===== src/rtl/div_arbiter.sv =====
// Shares one iterative divider among NUM_REQ EX pipes: round-robin grant, start/done sequencing,
// result hold until the owner advances, and drain of flushed in-flight divisions.
module div_arbiter #(
  parameter int NUM_REQ    = 2,
  parameter int DATA_WIDTH = 32
) (
  input  logic                                 clk,
  input  logic                                 rst,
  input  logic [NUM_REQ-1:0]                   req_valid_i,
  input  logic [NUM_REQ-1:0][2:0]              req_op_i,
  input  logic [NUM_REQ-1:0][DATA_WIDTH-1:0]   req_dividend_i,
  input  logic [NUM_REQ-1:0][DATA_WIDTH-1:0]   req_divisor_i,
  input  logic [NUM_REQ-1:0]                   flush_i,
  input  logic [NUM_REQ-1:0]                   advance_i,
  output logic [NUM_REQ-1:0]                   resp_valid_o,
  output logic [DATA_WIDTH-1:0]                resp_data_o,
  output logic                                 busy_o,
  output logic                                 div_start_o,
  output logic [1:0]                           div_op_o,
  output logic [DATA_WIDTH-1:0]                div_dividend_o,
  output logic [DATA_WIDTH-1:0]                div_divisor_o,
  input  logic                                 div_is_running_i,
  input  logic                                 div_done_i,
  input  logic [DATA_WIDTH-1:0]                div_quotient_i,
  input  logic [DATA_WIDTH-1:0]                div_remainder_i
);

  localparam int IDX_W = (NUM_REQ > 1) ? $clog2(NUM_REQ) : 1;

  typedef enum logic [2:0] {
    S_IDLE,
    S_START,
    S_WAIT,
    S_RESP,
    S_DRAIN
  } state_t;

  state_t             state;
  logic [IDX_W-1:0]   rr_ptr;
  logic [IDX_W-1:0]   owner;
  logic [IDX_W-1:0]   grant_idx;
  logic [IDX_W-1:0]   ptr_next;
  logic               grant_any;
  logic [NUM_REQ-1:0] eligible;

  assign eligible = req_valid_i & ~flush_i;
  assign busy_o   = (state != S_IDLE);
  assign ptr_next = (int'(grant_idx) == NUM_REQ - 1) ? '0 : grant_idx + 1'b1;

  // First eligible pipe at or after rr_ptr, wrapping.
  always_comb begin
    int cand;
    cand      = 0;
    grant_any = 1'b0;
    grant_idx = '0;
    for (int off = 0; off < NUM_REQ; off++) begin
      cand = (int'(rr_ptr) + off) % NUM_REQ;
      if (!grant_any && eligible[IDX_W'(cand)]) begin
        grant_any = 1'b1;
        grant_idx = IDX_W'(cand);
      end
    end
  end

  always_ff @(posedge clk) begin
    if (rst) begin
      state          <= S_IDLE;
      rr_ptr         <= '0;
      owner          <= '0;
      resp_valid_o   <= '0;
      resp_data_o    <= '0;
      div_start_o    <= 1'b0;
      div_op_o       <= '0;
      div_dividend_o <= '0;
      div_divisor_o  <= '0;
    end else begin
      div_start_o <= 1'b0;
      case (state)
        S_IDLE: begin
          if (grant_any && !div_is_running_i) begin
            owner          <= grant_idx;
            div_op_o       <= req_op_i[grant_idx][1:0];
            div_dividend_o <= req_dividend_i[grant_idx];
            div_divisor_o  <= (req_divisor_i[grant_idx] == '0) ? DATA_WIDTH'(1)
                                                                : req_divisor_i[grant_idx];
            rr_ptr         <= ptr_next;
            div_start_o    <= 1'b1;
            state          <= S_START;
          end
        end
        // The start pulse is already on the wire; a kill here still lets it go out.
        S_START: state <= flush_i[owner] ? S_DRAIN : S_WAIT;
        S_WAIT: begin
          if (flush_i[owner]) begin
            state <= div_done_i ? S_IDLE : S_DRAIN;
          end else if (div_done_i) begin
            resp_data_o  <= div_op_o[1] ? div_remainder_i : div_quotient_i;
            resp_valid_o <= NUM_REQ'(1) << owner;
            state        <= S_RESP;
          end
        end
        S_RESP: begin
          if (advance_i[owner] || flush_i[owner]) begin
            resp_valid_o <= '0;
            state        <= S_IDLE;
          end
        end
        S_DRAIN: if (div_done_i) state <= S_IDLE;
        default: state <= S_IDLE;
      endcase
    end
  end

endmodule


===== config.mk =====
export PLATFORM = sky130hd
export DESIGN_NAME = div_arbiter
export DESIGN_NICKNAME = d
export VERILOG_FILES = /design/src/rtl/div_arbiter.sv
export SDC_FILE = /design/constraint.sdc
export NUM_CORES = 1
export LEC_CHECK = 0
export BUFFER_PORTS_ARGS = -buffer_cell sky130_fd_sc_hd__buf_2
export CORE_ASPECT_RATIO = 0.9
export CORE_MARGIN = 2
export CORE_UTILIZATION = 35
export CTS_CLUSTER_SIZE = 28
export DETAILED_ROUTE_END_ITERATION = 7
export GPL_TIMING_DRIVEN = 0
export PLACE_DENSITY = 0.75
export RECOVER_POWER = 100
export SLEW_MARGIN = 10
export SYNTH_ARGS = -nofsm -noshare
export SYNTH_HDL_FRONTEND = slang
export SYNTH_SLANG_ARGS = --single-unit

===== constraint.sdc =====
create_clock -name clk -period 2.3 [get_ports clk]
set_input_delay 0.345 -clock clk [delete_from_list [all_inputs] [get_ports clk]]
set_output_delay 0.345 -clock clk [all_outputs]
set_load 0.005 [all_outputs]

==> results of run 1 <==
## registers in the layout, indices dropped and copies added, names as in the netlist
signal	cells
state	3
resp_data_o	32
resp_valid_o	2
rr_ptr	1
div_dividend_o	32
owner	1
div_start_o	1
div_divisor_o	32
div_op_o	2
## through the flow
stage          instances  worst slack (ns)
2_1_floorplan        580            0.6638
3_3_place_gp        1053            0.1626
3_5_place_dp        1053            0.1381
4_1_cts             1068            0.3812
5_1_grt             1069            0.1311
6_report            1069            0.2637
## cells by family after synthesis
kind of cell           Yosys count  synth area share
AO/OA/AOI/OAI                  109            0.1978
XOR/XNOR                         1          0.001796
buffers and inverters           55           0.05669
flip-flops                     106            0.4351
multiplexers                    37           0.07645
AND/OR/NAND/NOR                272            0.2322
## cell type report
cell class,count,area [um2]
Antenna cell,1,2.502
Multi-Input combinational cell,419,2467
Tap cell,168,210.2
Buffer,54,260.3
Timing Repair Buffer,305,1441
Clock buffer,11,242.7
Inverter,1,3.754
Fill cell,1345,6660
Sequential cell,106,2122
Clock inverter,4,52.55
## critical path, delay by kind of cell (launching register included)
kind            cells  cell delay (ns)
flops               1             0.30
compound gates      1             0.35
simple gates        3             0.82
buf+inv             2             0.44
## placed cells by master (no fill, tap or decap), drive strengths merged, types with 2 or more instances in the layout
cell type,instances
a211oi,35
a21oi,2
a311oi,65
buf,257
clkbuf,113
clkinvlp,3
dfxtp,106
mux2,2
mux2i,35
nand2,134
nand2b,2
nand3,3
nand3b,2
nand4,5
nor2,104
nor4,16
o311ai,2
## power groups by stage
stage | Clock, mW | Sequential [mW] | Combinational (mW)
floorplan | 0 | 1.98 | 0.264
global placement | 0 | 1.98 | 0.606
detailed placement | 0 | 1.98 | 0.611
CTS | 1.60 | 1.94 | 0.613
global route | 1.68 | 1.94 | 0.659
finish | 1.57 | 1.94 | 0.600
## per-layer routing
layer | vias to the layer above | part of all wire | wire [um]
met5 | - | 0 | 0
li1 | 2720 | - | -
met2 | 264 | 0.47 | 8767
met1 | 2616 | 0.43 | 8002
met3 | 35 | 0.074 | 1370
met4 | 0 | 0.021 | 386
## worst max-delay path by stage
stage,endpoint,cells past startpoint
2_1_floorplan,div_divisor_o[0]$_SDFFE_PP0P_,5
3_3_place_gp,div_op_o[1]$_SDFFE_PP0P_,6
3_5_place_dp,div_dividend_o[4]$_SDFFE_PP0P_,4
4_1_cts,div_op_o[1]$_SDFFE_PP0P_,5
5_1_grt,resp_data_o[22]$_SDFFE_PP0P_,6
6_report,div_op_o[1]$_SDFFE_PP0P_,6
==> flow_metrics.py, run 1 <==
metrics = {
    "timing": {
        "hold_violations": 0,
        "maxSlewViolCount": 0,
        "clock_skew_ns": 0.01134,
        "setup_tns_ns": 0,
        "worst_hold_slack_ns": 0.2500,
        "clock.fmax_mhz": 491.1,
        "slew-limit-headroom": 0.5590,
        "layout_min_cycle_time_ns": 2.036,
        "worstMarginPinSlew_ns": 0.6615,
        "rsz0062_at_grt": "no",
        "period_share": 0.8853,
        "setup_viol": 0,
    },
    "yosys": {
        "synth_edf_count": 0,
        "synth_warnings": 0,
        "syn_area_per_cell_um2": 8.409,
        "synth.area.top_cells": "dfxtp_1, nand2_1, a311oi_1",
        "yosys-top-cells-count": "nand2_1, dfxtp_1, nor2_1",
        "syn_inst": 580,
        "syn_area_um2": 4877,
        "synth_cell_types": 33,
        "yosysMostFrequentCell": "nand2_1",
        "ys_ff_latch": 106,
        "synth_top_area_frac": 0.4351,
        "yosysSeqAreaShare": 0.4351,
        "synth_flop_cell": "dfxtp_1",
        "yosysTopAreaCell": "dfxtp_1",
        "synth-async-reset-ratio": 0,
        "syn-num-nets": 788,
    },
    "floorplan": {
        "die-height_um": 116.0,
        "num_rows": 40,
        "core_region_area_um2": 13460,
        "dieArea_um2": 14900,
        "start_util": 0.3623,
        "pin_count": 310,
        "die_x_um": 128.4,
    },
    "clock_network": {
        "postCtsHoldBufs": 0,
        "cts_tree": "built",
        "cts_max_path_buffers": 2,
        "cts_resized": 0,
        "clk-insertion-delay-late_ns": 0.36,
        "numCtsBuffers": 9,
        "cts_max_level": 3,
        "clk_transition_reported_paths_ns": 0.07,
        "cts-root-buf": "clkbuf_16",
        "cts_setup_buffers": 0,
        "cts.sinks": 106,
    },
    "critical_path": {
        "cpMaxStageDelayCell": "or3_1",
        "r2r_slack_ns": 0.26,
        "cp_data_required_time_ns": 2.53,
        "crit_path_start": "state[0]$_SDFFE_PP0P_",
        "worst_setup_path_end_kind": "register",
        "cp.arrival_ns": 2.27,
        "worstSetupPathType": "reg2reg",
        "path_max_fanout": 10,
        "r2r_cells": 6,
        "crit_chain": "clkbuf_1, or3_1, nor2_8, clkbuf_2, nor2_1, a311oi_1",
        "reg2reg_from": "state[0]$_SDFFE_PP0P_",
        "max_stage_delay_ns": 0.52,
        "worstReg2RegEnd": "div_op_o[1]$_SDFFE_PP0P_",
        "start_kind": "register",
    },
    "layout": {
        "nets": 1104,
        "fin_area_um2": 6803,
        "final_core_util": 0.5053,
        "syn2layout_area_growth_pct": 39.48,
        "drive_gt1_frac": 0.3189,
    },
    "power_and_ir_drop": {
        "combPwrFrac": 0.146,
        "total_power_mw": 4.110,
        "sequentialPowerShare": 0.472,
        "p_int_mw": 3.051,
        "clkPwrFrac": 0.382,
        "power.switching_mw": 1.059,
        "peakVddDrop_mv": 0.4649,
        "power-per-cell-area_nw_per_um2": 604.1,
        "p_leak_nw": 2.826,
        "swShare": 0.2577,
    },
    "placed_design": {
        "gp_congestion": 0.9155,
        "placed_cell_area_um2": 6614,
        "post-dp-hpwl_um": 14510,
        "portBuffers": 305,
    },
    "worst_hold_path": {
        "hold_class": "in2reg",
        "min_path_cells": 3,
        "min_from": "req_dividend_i[47]",
        "whs_endpoint": "div_dividend_o[15]$_SDFFE_PP0P_",
    },
    "job": {
        "cap_violations": 0,
    },
    "detailed_routing": {
        "route.detailed.drc": 0,
        "dr.pass1.iters": 5,
        "finalWirelength_um": 18530,
        "vias": 5635,
        "ant_nets": 0,
        "viasPerCell": 5.271,
        "wire_per_inst_um": 17.33,
        "drtIter0Drc": 325,
    },
    "global_route": {
        "grt_overflow": 0,
        "track_usage": 0.2368,
        "grt_pass1_vias": 5177,
        "grtUsageMet3": 0.06371,
        "antenna_found_initial": 1,
        "met2_usage": 0.3965,
        "grt_pass1_wl_um": 27210,
        "use_met1": 0.3008,
        "busiest_layer": "met2",
        "grt_max_degree": 17,
    },
    "status": {
        "status": "finished clean",
    },
}
Power figures use the tool's default switching activity.
==> inputs of run 2 (changes only) <==
Settings changed: REMOVE_ABC_BUFFERS set to 1.
==> run 2 against run 1 <==
Count of clock-buffer cells in the layout fell by 2. Non-clock buffer count down 44. Utilization decreased by 0.59 points. Clock power hardly changed. Wire length fell by 17%.
==> flow_metrics.py, run 2 (synthesis results as in run 1) <==
metrics = {
    "critical_path": {
        "cp_data_required_time_ns": 2.54,
        "worstSetupPathType": "reg2reg",
        "r2r_cells": 5,
        "crit_chain": "or3_4, nor2_8, buf_16, mux2_2, a32o_1",
        "r2r_slack_ns": 0.20,
        "cpMaxStageDelayCell": "or3_4",
        "max_stage_delay_ns": 0.45,
        "start_kind": "register",
        "path_max_fanout": 61,
        "reg2reg_from": "state[2]$_SDFFE_PP0P_",
        "worst_setup_path_end_kind": "register",
        "worstReg2RegEnd": "div_divisor_o[0]$_SDFFE_PP0P_",
        "cp.arrival_ns": 2.34,
    },
    "global_route": {
        "grt_pass1_wl_um": 23630,
        "antenna_found_initial": 0,
        "grt_overflow": 0,
        "track_usage": 0.2015,
        "grt_pass1_vias": 4665,
        "grt_max_degree": 62,
    },
    "clock_network": {
        "clk_transition_reported_paths_ns": 0.07,
        "cts_tree": "built",
        "cts_max_level": 3,
        "clk-insertion-delay-late_ns": 0.35,
        "cts.sinks": 106,
        "cts_resized": 0,
        "cts-root-buf": "clkbuf_16",
        "numCtsBuffers": 9,
        "cts_max_path_buffers": 2,
        "cts_setup_buffers": 0,
        "postCtsHoldBufs": 0,
    },
    "layout": {
        "diodes": 0,
        "layout.cells.non_filler": 1024,
        "largest_registers": "div_dividend_o (32), div_divisor_o (32), resp_data_o (32)",
        "syn2layout_area_growth_pct": 37.84,
        "drive_gt1_frac": 0.3107,
        "fin_area_um2": 6723,
        "layout_commonest_cell": "buf_2",
        "nets": 1060,
        "mostFrequentLayoutCells": "buf_2, nand2_1, dfxtp_1, nor2_1, clkbuf_1",
    },
    "detailed_routing": {
        "ant_nets": 0,
        "drtIter0Drc": 214,
        "finalWirelength_um": 15460,
        "wire_per_inst_um": 15.10,
        "vias": 5198,
        "dr.pass1.iters": 4,
        "route.detailed.drc": 0,
        "viasPerCell": 5.076,
    },
    "placed_design": {
        "portBuffers": 306,
        "gp_congestion": 0.7864,
        "placed_cell_area_um2": 6543,
        "placed_cells": 1009,
        "pre_cts_slack_ns": -0.02074,
        "post-dp-hpwl_um": 11700,
    },
    "timing": {
        "period_share": 0.9140,
        "slew-limit-headroom": 0.3941,
        "layout_min_cycle_time_ns": 2.102,
        "clock_skew_ns": 0.007103,
        "rsz0062_at_grt": "no",
        "maxSlewViolCount": 0,
        "worstMarginPinSlew_ns": 0.9076,
        "clock.fmax_mhz": 475.7,
        "hold_violations": 0,
        "fin_ws_ns": 0.1977,
        "setup_viol": 0,
    },
    "worst_hold_path": {
        "min_from": "req_dividend_i[60]",
        "min_path_cells": 3,
        "hold_class": "in2reg",
        "whs_endpoint": "div_dividend_o[28]$_SDFFE_PP0P_",
    },
    "floorplan": {
        "start_util": 0.3623,
        "die-height_um": 116.0,
        "dieArea_um2": 14900,
        "pin_count": 310,
        "core_region_area_um2": 13460,
        "num_rows": 40,
        "die_x_um": 128.4,
    },
    "power_and_ir_drop": {
        "power-per-cell-area_nw_per_um2": 601.3,
        "peakVddDrop_mv": 0.4270,
        "total_power_mw": 4.043,
        "p_leak_nw": 2.707,
    },
    "status": {
        "status": "finished clean",
    },
    "job": {
        "cap_violations": 0,
    },
}
==> run 2: changes by cell type in the layout (fill, tap and decap cells not counted), sizes merged <==
cell	delta
clkbuf	-26
clkinv	+2
diode	-1
clkinvlp	-2
buf	-20
inv	+2
==> run 2: worst max-delay path by stage <==
stage                          startpoint                            end  slack [ns]  depth (start not counted)
floorplan                      flush_i[0]  div_divisor_o[0]$_SDFFE_PP0P_       -0.34                          4
global placement               flush_i[0]  div_divisor_o[0]$_SDFFE_PP0P_       -1.39                          5
detailed placement             flush_i[0]  div_divisor_o[0]$_SDFFE_PP0P_       -0.02                          6
CTS                   rr_ptr$_SDFFE_PP0P_  div_divisor_o[0]$_SDFFE_PP0P_        0.19                          5
global route           owner$_SDFFE_PP0P_   resp_data_o[24]$_SDFFE_PP0P_        0.11                          5
finish              state[2]$_SDFFE_PP0P_  div_divisor_o[0]$_SDFFE_PP0P_        0.20                          5
==> run 2: report_power, final <==
part           leakage [nW]  total (mW)  switching [mW]  internal (mW)
Clock                 0.142        1.54           0.694          0.842
Sequential            0.862        1.94          0.0423           1.90
Combinational          1.70       0.562           0.283          0.279
==> run 2: critical path: cells and delay by family (launching register included) <==
kind                   cells  cell delay, ns
AOI/OAI and AO/OA          1            0.19
buffers and inverters      1            0.28
DFF                        1            0.38
muxes                      1            0.37
and+or+nand+nor            2            0.74
==> run 2: cell type report <==
type | count | area, um2
fill | 1352 | 6740
multi-input combinational | 419 | 2484
sequential | 106 | 2122
timing repair buffer | 315 | 1613
clock buffer | 9 | 225.2
tap | 168 | 210.2
clock inverter | 6 | 65.06
inverter | 1 | 3.754
==> run 2: layer usage <==
metal	GRT usage	vias up	wire length, um
met5	0	-	0
met4	0.06374	0	223
met3	0.05494	17	1207
met2	0.3550	223	7492
met1	0.2396	2329	6535
li1	-	2629	-
==> run 2: stage by stage <==
| stage | util | hold WS [ns] | TNS [ns] |
|---|---|---|---|
| finish | 0.4993 | 0.2510 | 0 |
| global route | 0.4993 | 0.2412 | 0 |
| CTS | 0.5075 | 0.2341 | 0 |
| detailed placement | 0.4860 | 0.4869 | -0.02074 |
| global placement | 0.4714 | 0.4824 | -90.57 |
| floorplan | - | 0.4129 | -1.649 |
